## config.mk

```make
export PLATFORM = sky130hd
export DESIGN_NAME = cntry_car_detector
export DESIGN_NICKNAME = d
export VERILOG_FILES = /design/src/rtl/cntry_car_detector.sv
export SDC_FILE = /design/constraint.sdc
export NUM_CORES = 1
export LEC_CHECK = 0
export ABC_AREA = 0
export BUFFER_PORTS_ARGS = -buffer_cell sky130_fd_sc_hd__buf_4
export CAP_MARGIN = 40
export CORE_MARGIN = 1
export CORE_UTILIZATION = 63
export CTS_BUF_LIST = sky130_fd_sc_hd__clkbuf_16
export DETAILED_ROUTE_END_ITERATION = 8
export GPL_TIMING_DRIVEN = 0
export PLACE_DENSITY = 0.95
export REMOVE_ABC_BUFFERS = 1
export SYNTH_ARGS = -nofsm -noshare
export SYNTH_HDL_FRONTEND = slang
export SYNTH_SLANG_ARGS = --single-unit
```

## constraint.sdc

```tcl
create_clock -name clk -period 5.9 [get_ports clk]
set_input_delay 0.295 -clock clk [delete_from_list [all_inputs] [get_ports clk]]
set_output_delay 0.295 -clock clk [all_outputs]
set_load 0.01 [all_outputs]
```

## src/rtl/cntry_car_detector.sv

```systemverilog
// Country-road vehicle detector: synchronises and debounces the arrival and departure loops and keeps a saturating count of waiting cars.
// Optional macro DEPART_GATE_EN: count departures only while cntry_sig is GREEN or YELLOW.

module cntry_car_debounce #(
    parameter int DEBOUNCE_CYCLES = 4
) (
    input  logic clk,
    input  logic clear,
    input  logic raw,
    output logic rise
);
    typedef enum logic [1:0] {S_LO, P_HI, S_HI, P_LO} state_t;

    localparam logic [7:0] LOAD = 8'(DEBOUNCE_CYCLES - 1);

    state_t     state;
    logic [1:0] sync;
    logic [7:0] cnt;
    logic       level;

    assign level = sync[1];

    always_ff @(posedge clk or negedge clear) begin
        if (!clear) begin
            sync  <= '0;
            state <= S_LO;
            cnt   <= '0;
        end else begin
            sync <= {sync[0], raw};
            case (state)
                S_LO: if (level) begin
                    state <= P_HI;
                    cnt   <= LOAD;
                end
                P_HI: begin
                    if (!level)           state <= S_LO;
                    else if (cnt == 8'd0) state <= S_HI;
                    else                  cnt   <= cnt - 8'd1;
                end
                S_HI: if (!level) begin
                    state <= P_LO;
                    cnt   <= LOAD;
                end
                P_LO: begin
                    if (level)            state <= S_HI;
                    else if (cnt == 8'd0) state <= S_LO;
                    else                  cnt   <= cnt - 8'd1;
                end
                default: state <= S_LO;
            endcase
        end
    end

    // Decoded from the accepting transition so the car counter updates on the same edge.
    assign rise = (state == P_HI) && level && (cnt == 8'd0);
endmodule

module cntry_car_detector #(
    parameter int DEBOUNCE_CYCLES = 4,
    parameter int QUEUE_W         = 4
) (
    input  logic               clk,
    input  logic               clear,
    input  logic               loop_arrive,
    input  logic               loop_depart,
    input  logic [1:0]         cntry_sig,
    output logic               car_on_cntry_rd,
    output logic [QUEUE_W-1:0] car_count,
    output logic               overflow,
    output logic               phantom
);
    localparam logic [QUEUE_W-1:0] MAX_COUNT = {QUEUE_W{1'b1}};

    logic [1:0] raw;
    logic [1:0] rise;

    assign raw = {loop_depart, loop_arrive};

    for (genvar g = 0; g < 2; g++) begin : g_loop
        cntry_car_debounce #(.DEBOUNCE_CYCLES(DEBOUNCE_CYCLES)) u_deb (
            .clk   (clk),
            .clear (clear),
            .raw   (raw[g]),
            .rise  (rise[g])
        );
    end

    logic a, d, d_drop;
    assign a = rise[0];

`ifdef DEPART_GATE_EN
    logic gate_open;
    assign gate_open = (cntry_sig == 2'd1) || (cntry_sig == 2'd2);
    assign d         = rise[1] & gate_open;
    assign d_drop    = rise[1] & ~gate_open;
`else
    logic unused_sig;
    assign unused_sig = ^cntry_sig;
    assign d          = rise[1];
    assign d_drop     = 1'b0;
`endif

    logic [QUEUE_W-1:0] next_count;
    logic               set_ovf, set_ph;

    // An arrival and a departure on the same edge pair off, even at count 0.
    always_comb begin
        next_count = car_count;
        set_ovf    = 1'b0;
        set_ph     = d_drop;
        case ({a, d})
            2'b10: begin
                if (car_count == MAX_COUNT) set_ovf    = 1'b1;
                else                        next_count = car_count + 1'b1;
            end
            2'b01: begin
                if (car_count == '0) set_ph     = 1'b1;
                else                 next_count = car_count - 1'b1;
            end
            default: next_count = car_count;
        endcase
    end

    always_ff @(posedge clk or negedge clear) begin
        if (!clear) begin
            car_count       <= '0;
            car_on_cntry_rd <= 1'b0;
            overflow        <= 1'b0;
            phantom         <= 1'b0;
        end else begin
            car_count       <= next_count;
            car_on_cntry_rd <= (next_count != '0);
            overflow        <= overflow | set_ovf;
            phantom         <= phantom | set_ph;
        end
    end
endmodule

```

# Word-level counts from Yosys, hierarchy flattened
# Index checks and enable logic that the tools add are counted.
[word_totals]
register_bits = 31
word_cells = 84
inputBits = 6
output_inout_bits = 7
[classes]
n_addsub = 4
eq_ne = 21
n_mux = 33
bitwise = 2
reduce_logical = 14
[ops]
columns = ["cell", "n"]
rows = [
  ["8-bit two-way mux", 10],
  ["8-bit one-hot mux with 4 select lines", 2],
  ["2-bit two-way mux", 12],
  ["8-bit zero test", 2],
  ["2-bit one-hot mux with 4 select lines", 2],
  ["4-bit AND reduction", 4],
  ["8-bit by 1-bit subtractor with 8-bit output, second input constant", 2],
  ["2-bit == test, second input constant", 5],
  ["4-bit two-way mux", 2],
  ["2-bit by 1-bit != test with 1-bit output, second input constant", 4],
  ["2-bit != test, second input constant", 4],
  ["4-bit one-hot mux with 2 select lines", 1],
  ["2-bit by 1-bit == test with 1-bit output, second input constant", 3],
  ["3-bit by 1-bit != test with 1-bit output, second input constant", 2],
  ["3-bit != test, second input constant", 2],
  ["4-bit by 1-bit adder with 4-bit output, second input constant", 1],
  ["4-bit == test, second input constant", 1],
  ["1-bit logical AND", 4],
  ["2-bit zero test", 2],
  ["4-bit zero test", 1],
  ["1-bit two-way mux", 4],
  ["4-bit nonzero test", 1],
  ["4-bit by 1-bit subtractor with 4-bit output, second input constant", 1],
  ["1-bit OR", 2],
]

# Longest topological paths before layout
# Gate-level depths: netlist of the first run.
[depth]
ltp_word = 6
depth_mapped = 11
depth_no_buf = 11

# Modules after synthesis
# From an unflattened synthesis of the first run, not the netlist that was laid out.
[unflattened]
hier_cells = 172
area_unflattened_um2 = 1715.4
[modules_own_cells]
columns = ["module", "area_per_inst_um2", "cells_each", "instances", "seq_area_each_um2"]
rows = [
  ["cntry_car_debounce", 604.3, 61, 2, 300.3],
  ["cntry_car_detector", 506.7, 50, 1, 175.2],
]

# Least setup slack after synthesis of the first run
# OpenSTA, ideal clock, no wires.
[synth_timing]
path_kind = "reg-to-reg"
from = "register g_loop[0].u_deb.cnt[3]"
to = "register car_on_cntry_rd"
path_buffers = 1
path_stages_with_launch = 10
path_slack_ps = 3128
synth_period_minus_slack_ps = 2772
t_arrival_ps = 2634
required_time_ps = 5761
cell_sequence = "dfrtp_1 or3_1 nor3_1 nand3b_1 ha_1 buf_2 a311o_1 a21oi_1 or3_4 or4_4"
[synth_via]
elab_chain_cells = 5
word_cells_on_any_way = 6
classes_between = "eq/ne: 2; mux: 1; reduce/logical: 3"
[synth_rtl]
columns = ["item", "line_no", "rtl"]
rows = [
  ["from (decl)", "18", "logic [7:0] cnt;"],
  ["from (signal assigned)", "38", "else cnt <= cnt - 8'd1;"],
  ["from (signal assigned)", "47", "else cnt <= cnt - 8'd1;"],
  ["8-bit zero test (*)", "55", "assign rise = (state == P_HI) && level && (cnt == 8'd0);"],
  ["1-bit logical AND (*)", "55", ""],
  ["2-bit by 1-bit == test with 1-bit output or 2-bit == test (tied branches)", "111", "case ({a, d})"],
  ["4-bit one-hot mux with 2 select lines (*)", "111", ""],
  ["via next_count[0]", "103", "logic [QUEUE_W-1:0] next_count;"],
  ["4-bit nonzero test (*)", "132", "car_on_cntry_rd <= (next_count != '0);"],
  ["to (signal assigned)", "132", ""],
  ["to (decl)", "67", "output logic car_on_cntry_rd,"],
]
# The timed path passes the listed nets; every way through them passes the cells marked *.
# A chain may end at the register's enable or synchronous reset.

# Final worst setup path of the first run
[layout_timing]
from = "register g_loop[1].u_deb.cnt[1]"
to = "register car_on_cntry_rd"
[layout_via]
elab_chain_cells = 5
word_cells_on_any_way = 6
classes_between = "eq/ne: 2; mux: 1; reduce/logical: 3"
[layout_rtl]
columns = ["item", "line_no"]
rows = [
  ["from (decl)", "18"],
  ["from (signal assigned)", "38"],
  ["from (signal assigned)", "47"],
  ["8-bit zero test (*)", "55"],
  ["1-bit logical AND (*)", "55"],
  ["2-bit by 1-bit == test with 1-bit output or 2-bit == test (tied branches)", "111"],
  ["4-bit one-hot mux with 2 select lines (*)", "111"],
  ["via next_count[1]", "103"],
  ["4-bit nonzero test (*)", "132"],
]
# Marks and branches as above.

==> results of run 1 <==
state kept, by name, indices dropped and copies added, names as in the netlist, named ones only:
signal	cells
g_loop.u_deb.state	2
car_on_cntry_rd	1
g_loop.u_deb.sync	4
overflow	1
car_count	4
g_loop.u_deb.cnt	16
phantom	1
final cells by class:
| class | instances | area, um^2 |
|---|---|---|
| sequential | 31 | 776 |
| multi-input combinational | 123 | 880 |
| inverter | 15 | 56.3 |
| fill | 137 | 573 |
| timing repair buffer | 11 | 85.1 |
| clock inverter | 3 | 12.5 |
| tap | 30 | 37.5 |
| clock buffer | 5 | 125 |
worst max-delay path: stages (launching register included):
cell,delay (ns)
dfrtp_1,0.41
inv_1,0.08
ha_1,0.17
nor3b_1,0.50
nand4b_1,0.27
inv_1,0.14
ha_1,0.34
a41o_1,0.25
o21ai_0,0.15
o21ai_0,0.17
or4_4,0.54
path summary, 6_finish.rpt:
| kind | to | slack [ns] |
|---|---|---|
| max | car_on_cntry_rd$_DFF_PN0_ | 2.73 |
| max reg2reg | car_on_cntry_rd$_DFF_PN0_ | 2.73 |
| min reg2reg | g_loop[1].u_deb.sync[1]$_DFF_PN0_ | 0.35 |
| min in group asynchronous | g_loop[1].u_deb.cnt[5]$_DFFE_PN0P_ | 0.49 |
| max in group asynchronous | g_loop[0].u_deb.cnt[7]$_DFFE_PN0P_ | 5.12 |
| min | g_loop[0].u_deb.sync[0]$_DFF_PN0_ | 0.13 |
cells by family (layout without fill, tap and decap cells):
family | Yosys count | count (layout)
AND/OR/NAND/NOR | 62 | 62
AO/OA/AOI/OAI | 41 | 41
flip-flops | 31 | 31
buffers and inverters | 20 | 34
XOR/XNOR | 8 | 8
multiplexers | 5 | 5
adder cells (fa/ha/maj) | 7 | 7
power breakdown:
part,internal [mW],total (mW),switching [mW],leakage (nW)
logic,0.116,0.287,0.171,0.476
clock network,0.152,0.242,0.0896,0.0762
registers,0.273,0.350,0.0768,0.397
placed cells by master (no fill, tap or decap), types with 3 or more instances in the layout:
| master | synthesis | final |
|---|---|---|
| a31oi_1 | 3 | 3 |
| nand2_1 | 10 | 10 |
| nand2b_1 | 3 | 3 |
| clkbuf_16 | 0 | 5 |
| o21ai_0 | 6 | 6 |
| ha_1 | 7 | 7 |
| nand3_1 | 3 | 3 |
| mux2i_1 | 3 | 3 |
| o211ai_1 | 3 | 3 |
| inv_1 | 15 | 17 |
| nor4_1 | 3 | 3 |
| a21oi_1 | 8 | 8 |
| o2111ai_1 | 3 | 3 |
| xor2_1 | 7 | 7 |
| nor3_1 | 4 | 4 |
| dfrtp_1 | 31 | 31 |
| nor2_1 | 14 | 14 |
| buf_4 | 0 | 10 |
| a22o_1 | 3 | 3 |
| or3_1 | 5 | 5 |
| nor3b_1 | 3 | 3 |
layer usage:
metal | track usage | share of wire | wire [um] | up-vias
met1 | 0.341 | 0.37 | 1470 | 719
met5 | 0 | 0 | 0 | -
li1 | - | - | - | 667
met3 | 0.0944 | 0.072 | 287 | 18
met4 | 0.150 | 0.029 | 117 | 0
met2 | 0.541 | 0.53 | 2120 | 82
repair_timing:
action                    CTS  global route
hold buffers                1             0
resized for setup           0             0
hold endpoints to repair   31             0
==> flow_summary.json, run 1 <==
{
  "status": "completed",
  "ir_drop_mv": 0.353,
  "hp-start": "loop_arrive",
  "avgViaCountPerCell": 6.82,
  "ys_seq_area_frac": 0.447,
  "cts_tree": "done",
  "placed_area_um2": 1820,
  "drc_errors": 0,
  "synth_xor_area_frac": 0.0404,
  "yosysTopAreaCellShare": 0.447,
  "synth_top_flop_cell": "dfrtp_1",
  "synth_cell_types": 50,
  "dp_hpwl_mm": 2.64,
  "antenna_cells": 0,
  "fp.coreArea_um2": 2540,
  "setup_violations": 0,
  "synth_area_leader_cell": "dfrtp_1",
  "worst_hold_path.num_cells": 1,
  "ant_nets": 0,
  "tightest_slew_ns": 0.709,
  "crit_required_ns": 6.04,
  "ys_top_cells_by_area": "dfrtp_1 (45%), ha_1 (5.1%), xor2_1 (3.5%), inv_1 (3.2%), nor2_1 (3.0%)",
  "first_pass_iters": 4,
  "cp_max_fo": 10,
  "die_area_um2": 2970,
  "synthAdderAreaFrac": 0.0505,
  "final_period_minus_worst_setup_slack_ns": 3.17,
  "final_nets": 200,
  "finalSetupTns_ns": 0,
  "worstReg2RegStart": "g_loop[1].u_deb.cnt[1]$_DFFE_PN0P_",
  "layout-drive-gt1-share": 0.133,
  "routed_wl_mm": 4.00,
  "endpoint_kind": "flop",
  "clock.fmax_mhz": 316,
  "power_density_nw_per_um2": 446,
  "io_pins": 13,
  "ys_ff_latch": 31,
  "critPathKind": "flop to flop",
  "reg2regPathDepth": 10,
  "die_w_um": 54.5,
  "ys.warnings.count": 0,
  "cp_data_arrival_time_ns": 3.31,
  "worst_hold_slack_ns": 0.125,
  "synth_edf_count": 0,
  "setup_slack_ns": 2.73,
  "grt_pass1_vias": 1387,
  "fin_crit_sh": 0.537,
  "start_util": 0.681,
  "grt_overflow_total": 0,
  "placedCellCount": 209,
  "portBuffers": 10,
  "synth_top_family_by_area": "simple AND/OR/NAND/NOR gates",
  "p_leak_nw": 0.949,
  "grt_first_pass_wirelength_mm": 6.20,
  "cts.sinks": 31,
  "finalPower_mw": 0.879,
  "max-clock-path-buffers": 2,
  "insertion_delay_ns": 0.28,
  "cts_setup_buffers": 0,
  "skew_ns": 0.00710,
  "hold_viol": 0,
  "syn2layout_area_growth_pct": 13.7,
  "grt_max_degree": 32,
  "synth_async_sr_flop_share": 1.00,
  "start_kind": "flop",
  "grtUsageTotal": 0.310,
  "final_area_um2": 1970,
  "rsz0062_at_grt": "false",
  "utilization": 0.775,
  "postSynthAreaPerCell_um2": 9.97,
  "path_clk_slew_ns": 0.05,
  "cp-startpoint": "g_loop[1].u_deb.cnt[1]$_DFFE_PN0P_",
  "drtIter0Drc": 61,
  "antenna_found_initial": 0,
  "cts_root_buf": "clkbuf_16",
  "synth_compound_area_frac": 0.179,
  "wl_per_cell_um": 18.3,
  "row_count": 18,
  "max_slew_margin": 0.524,
  "synth-simple-area-share": 0.207,
  "min_path_type": "input pin to flop",
  "yosysMostFrequentCell": "dfrtp_1",
  "gp_congestion": 0.923,
  "drv_cap": 0,
  "muxShareOfSynthArea": 0.0303,
  "pre_cts_ws_ns": 2.82,
  "netlist_area_um2": 1730,
  "num_vias": 1486,
  "htree_levels": 2,
  "drv_slew": 0,
  "numCtsBuffers": 5,
  "dieHeight_um": 54.5,
  "yosys-top-cells-count": "dfrtp_1 (31), inv_1 (15), nor2_1 (14)",
  "syn-instance-count": 174,
  "final_cells": 218
}
Power figures use the tool's default switching activity.
==> inputs of run 2 (changes only) <==
--- a/config.mk
+++ b/config.mk
@@ -9,11 +9,11 @@
 export BUFFER_PORTS_ARGS = -buffer_cell sky130_fd_sc_hd__buf_4
 export CAP_MARGIN = 40
 export CORE_MARGIN = 1
-export CORE_UTILIZATION = 63
+export CORE_UTILIZATION = 59
 export CTS_BUF_LIST = sky130_fd_sc_hd__clkbuf_16
 export DETAILED_ROUTE_END_ITERATION = 8
 export GPL_TIMING_DRIVEN = 0
-export PLACE_DENSITY = 0.95
+export PLACE_DENSITY = 0.9
 export REMOVE_ABC_BUFFERS = 1
 export SYNTH_ARGS = -nofsm -noshare
 export SYNTH_HDL_FRONTEND = slang
==> constraint.sdc (replaced) <==
create_clock -name clk -period 3 [get_ports clk]
set_input_delay 0.15 -clock clk [delete_from_list [all_inputs] [get_ports clk]]
set_output_delay 0.15 -clock clk [all_outputs]
set_load 0.01 [all_outputs]
==> run 2 against run 1 <==
Worst setup slack worse by 2.6 ns. Via count grew 0.81%. Non-clock buffer count grew 7. Critical endpoint unchanged. Cell area increased by 6.2%. Combinational power rose by 120%. Largest cell class unchanged.
==> flow_summary.json, run 2 (synthesis gave the netlist of run 1 again) <==
{
  "placed_area_um2": 1830,
  "cp_max_fo": 5,
  "path_clk_slew_ns": 0.05,
  "numCtsBuffers": 5,
  "critPathKind": "flop to flop",
  "num_vias": 1498,
  "switching_share": 0.384,
  "clock.fmax_mhz": 344,
  "first_pass_iters": 4,
  "r2r-end": "car_on_cntry_rd$_DFF_PN0_",
  "pwr-share-seq": 0.386,
  "cp_data_arrival_time_ns": 3.06,
  "largest-register": "g_loop.u_deb.cnt",
  "switchingPower_mw": 0.688,
  "crit_required_ns": 3.15,
  "gp_congestion": 0.855,
  "die_w_um": 56.2,
  "p_comb_frac": 0.346,
  "ant_nets": 0,
  "crit_chain": "inv_1 -> ha_4 -> nand4bb_4 -> nor3_4 -> nand3b_1 -> ha_4 -> clkbuf_2 -> a41o_1 -> o21ai_0 -> o21ai_1 -> or4_4",
  "setup_violations": 0,
  "drv_slew": 0,
  "grt_first_pass_wirelength_mm": 6.62,
  "max-clock-path-buffers": 2,
  "dp_hpwl_mm": 2.59,
  "routed_wl_mm": 4.27,
  "cp_slowest_cell": "or4_4",
  "layout_commonest_cell": "dfrtp_1",
  "clockPowerShare": 0.268,
  "hold_viol": 0,
  "wl_per_cell_um": 18.9,
  "finalPower_mw": 1.79,
  "top_regs": "g_loop.u_deb.cnt (16), car_count (4), g_loop.u_deb.sync (4)",
  "endpoint_kind": "flop",
  "worstReg2RegStart": "g_loop[0].u_deb.cnt[1]$_DFFE_PN0P_",
  "antenna_found_initial": 0,
  "final_period_minus_worst_setup_slack_ns": 2.91,
  "start_kind": "flop",
  "placedCellCount": 210,
  "drtIter0Drc": 76,
  "grt_overflow_total": 0,
  "antenna_cells": 0,
  "cp_top_family": "simple AND/OR/NAND/NOR gates",
  "final_area_um2": 2090,
  "die_area_um2": 3160,
  "fin_crit_sh": 0.970,
  "setup_slack_ns": 0.0902,
  "power_density_nw_per_um2": 857,
  "slowest_delay_ns": 0.54,
  "max_slew_margin": 0.517,
  "tightest_slew_ns": 0.719,
  "path_buf_inv": 2,
  "syn2layout_area_growth_pct": 20.7,
  "p_leak_nw": 0.979,
  "start_util": 0.623,
  "grt_pass1_vias": 1437,
  "min_path_type": "input pin to async pin",
  "final_cell_mix": "dfrtp_1 (31), inv_1 (14), nor2_1 (14), buf_4 (14), nand2_1 (10)",
  "portBuffers": 10,
  "dieHeight_um": 56.2,
  "row_count": 19,
  "avgViaCountPerCell": 6.63,
  "htree_levels": 2,
  "final_nets": 207,
  "utilization": 0.753,
  "ir_drop_mv": 0.808,
  "io_pins": 13,
  "cts_tree": "done",
  "finalSetupTns_ns": 0,
  "reg2reg_slack_ns": 0.09,
  "drc_errors": 0,
  "grtUsageTotal": 0.278,
  "cts.sinks": 31,
  "final_cells": 226,
  "status": "completed",
  "p_int_mw": 1.11,
  "cts_root_buf": "clkbuf_16",
  "layout-drive-gt1-share": 0.200,
  "largest_register_ffs": 16,
  "reg2regPathDepth": 11,
  "insertion_delay_ns": 0.28,
  "grt_max_degree": 32,
  "skew_ns": 0.00309,
  "fp.coreArea_um2": 2780,
  "pre_cts_ws_ns": -0.0640,
  "worst_hold_slack_ns": 0.339,
  "crit_path_frequent_cell": "ha_4",
  "drv_cap": 0
}
run 2: cell count changes in the layout (fill, tap and decap cells not counted), sizes merged:
cell and change:
buf +4, clkinv +2, dlygate4sd3 +2, inv -2, clkbuf +1
run 2: worst max-delay path by stage:
stage / startpoint / slack, ns / cells past startpoint / endpoint
2_1_floorplan: g_loop[0].u_deb.cnt[3]$_DFFE_PN0P_ / 0.23 / 8 / car_on_cntry_rd$_DFF_PN0_
4_1_cts: g_loop[0].u_deb.cnt[3]$_DFFE_PN0P_ / 0.04 / 8 / car_on_cntry_rd$_DFF_PN0_
3_3_place_gp: g_loop[0].u_deb.cnt[3]$_DFFE_PN0P_ / 0.04 / 8 / car_on_cntry_rd$_DFF_PN0_
3_5_place_dp: g_loop[0].u_deb.cnt[3]$_DFFE_PN0P_ / -0.06 / 8 / car_on_cntry_rd$_DFF_PN0_
6_report: g_loop[0].u_deb.cnt[1]$_DFFE_PN0P_ / 0.09 / 11 / car_on_cntry_rd$_DFF_PN0_
5_1_grt: g_loop[1].u_deb.cnt[5]$_DFFE_PN0P_ / -0.01 / 10 / car_on_cntry_rd$_DFF_PN0_
run 2: timing repair:
action,in CTS,in global routing
pin swaps,0,3
hold endpoints to repair,33,0
hold buffers,3,0
buffers inserted,0,5
setup endpoints to repair,1,1
resized for setup,2,9
run 2: worst reg2reg max path, cell delays in order, from the launching register on:
cell and delay [ns]:
dfrtp_1 0.41, inv_1 0.15, ha_4 0.17, nand4bb_4 0.14
nor3_4 0.21, nand3b_1 0.19, ha_4 0.30, clkbuf_2 0.15
a41o_1 0.21, o21ai_0 0.18, o21ai_1 0.15, or4_4 0.54
run 2: power by group through the flow:
| stage | logic (mW) | clock network, mW | registers (mW) |
|---|---|---|---|
| 5_1_grt | 0.687 | 0.501 | 0.713 |
| 4_1_cts | 0.554 | 0.486 | 0.683 |
| 3_5_place_dp | 0.547 | 0 | 0.682 |
| 2_1_floorplan | 0.423 | 0 | 0.647 |
| 6_report | 0.621 | 0.481 | 0.692 |
| 3_3_place_gp | 0.498 | 0 | 0.667 |
run 2: layout make-up:
type                            instances  area [um^2]
Clock buffer                            5          125
Clock inverter                          3         15.0
Fill cell                             178          688
Inverter                               15         56.3
Multi-Input combinational cell        123          942
Sequential cell                        31          776
Tap cell                               31         38.8
Timing Repair Buffer                   18          140
run 2: per-layer routing:
layer  GRT usage  share of wire
met3      0.0721          0.059
met4       0.143          0.045
met5           0              0
met1       0.321           0.39
met2       0.473           0.51
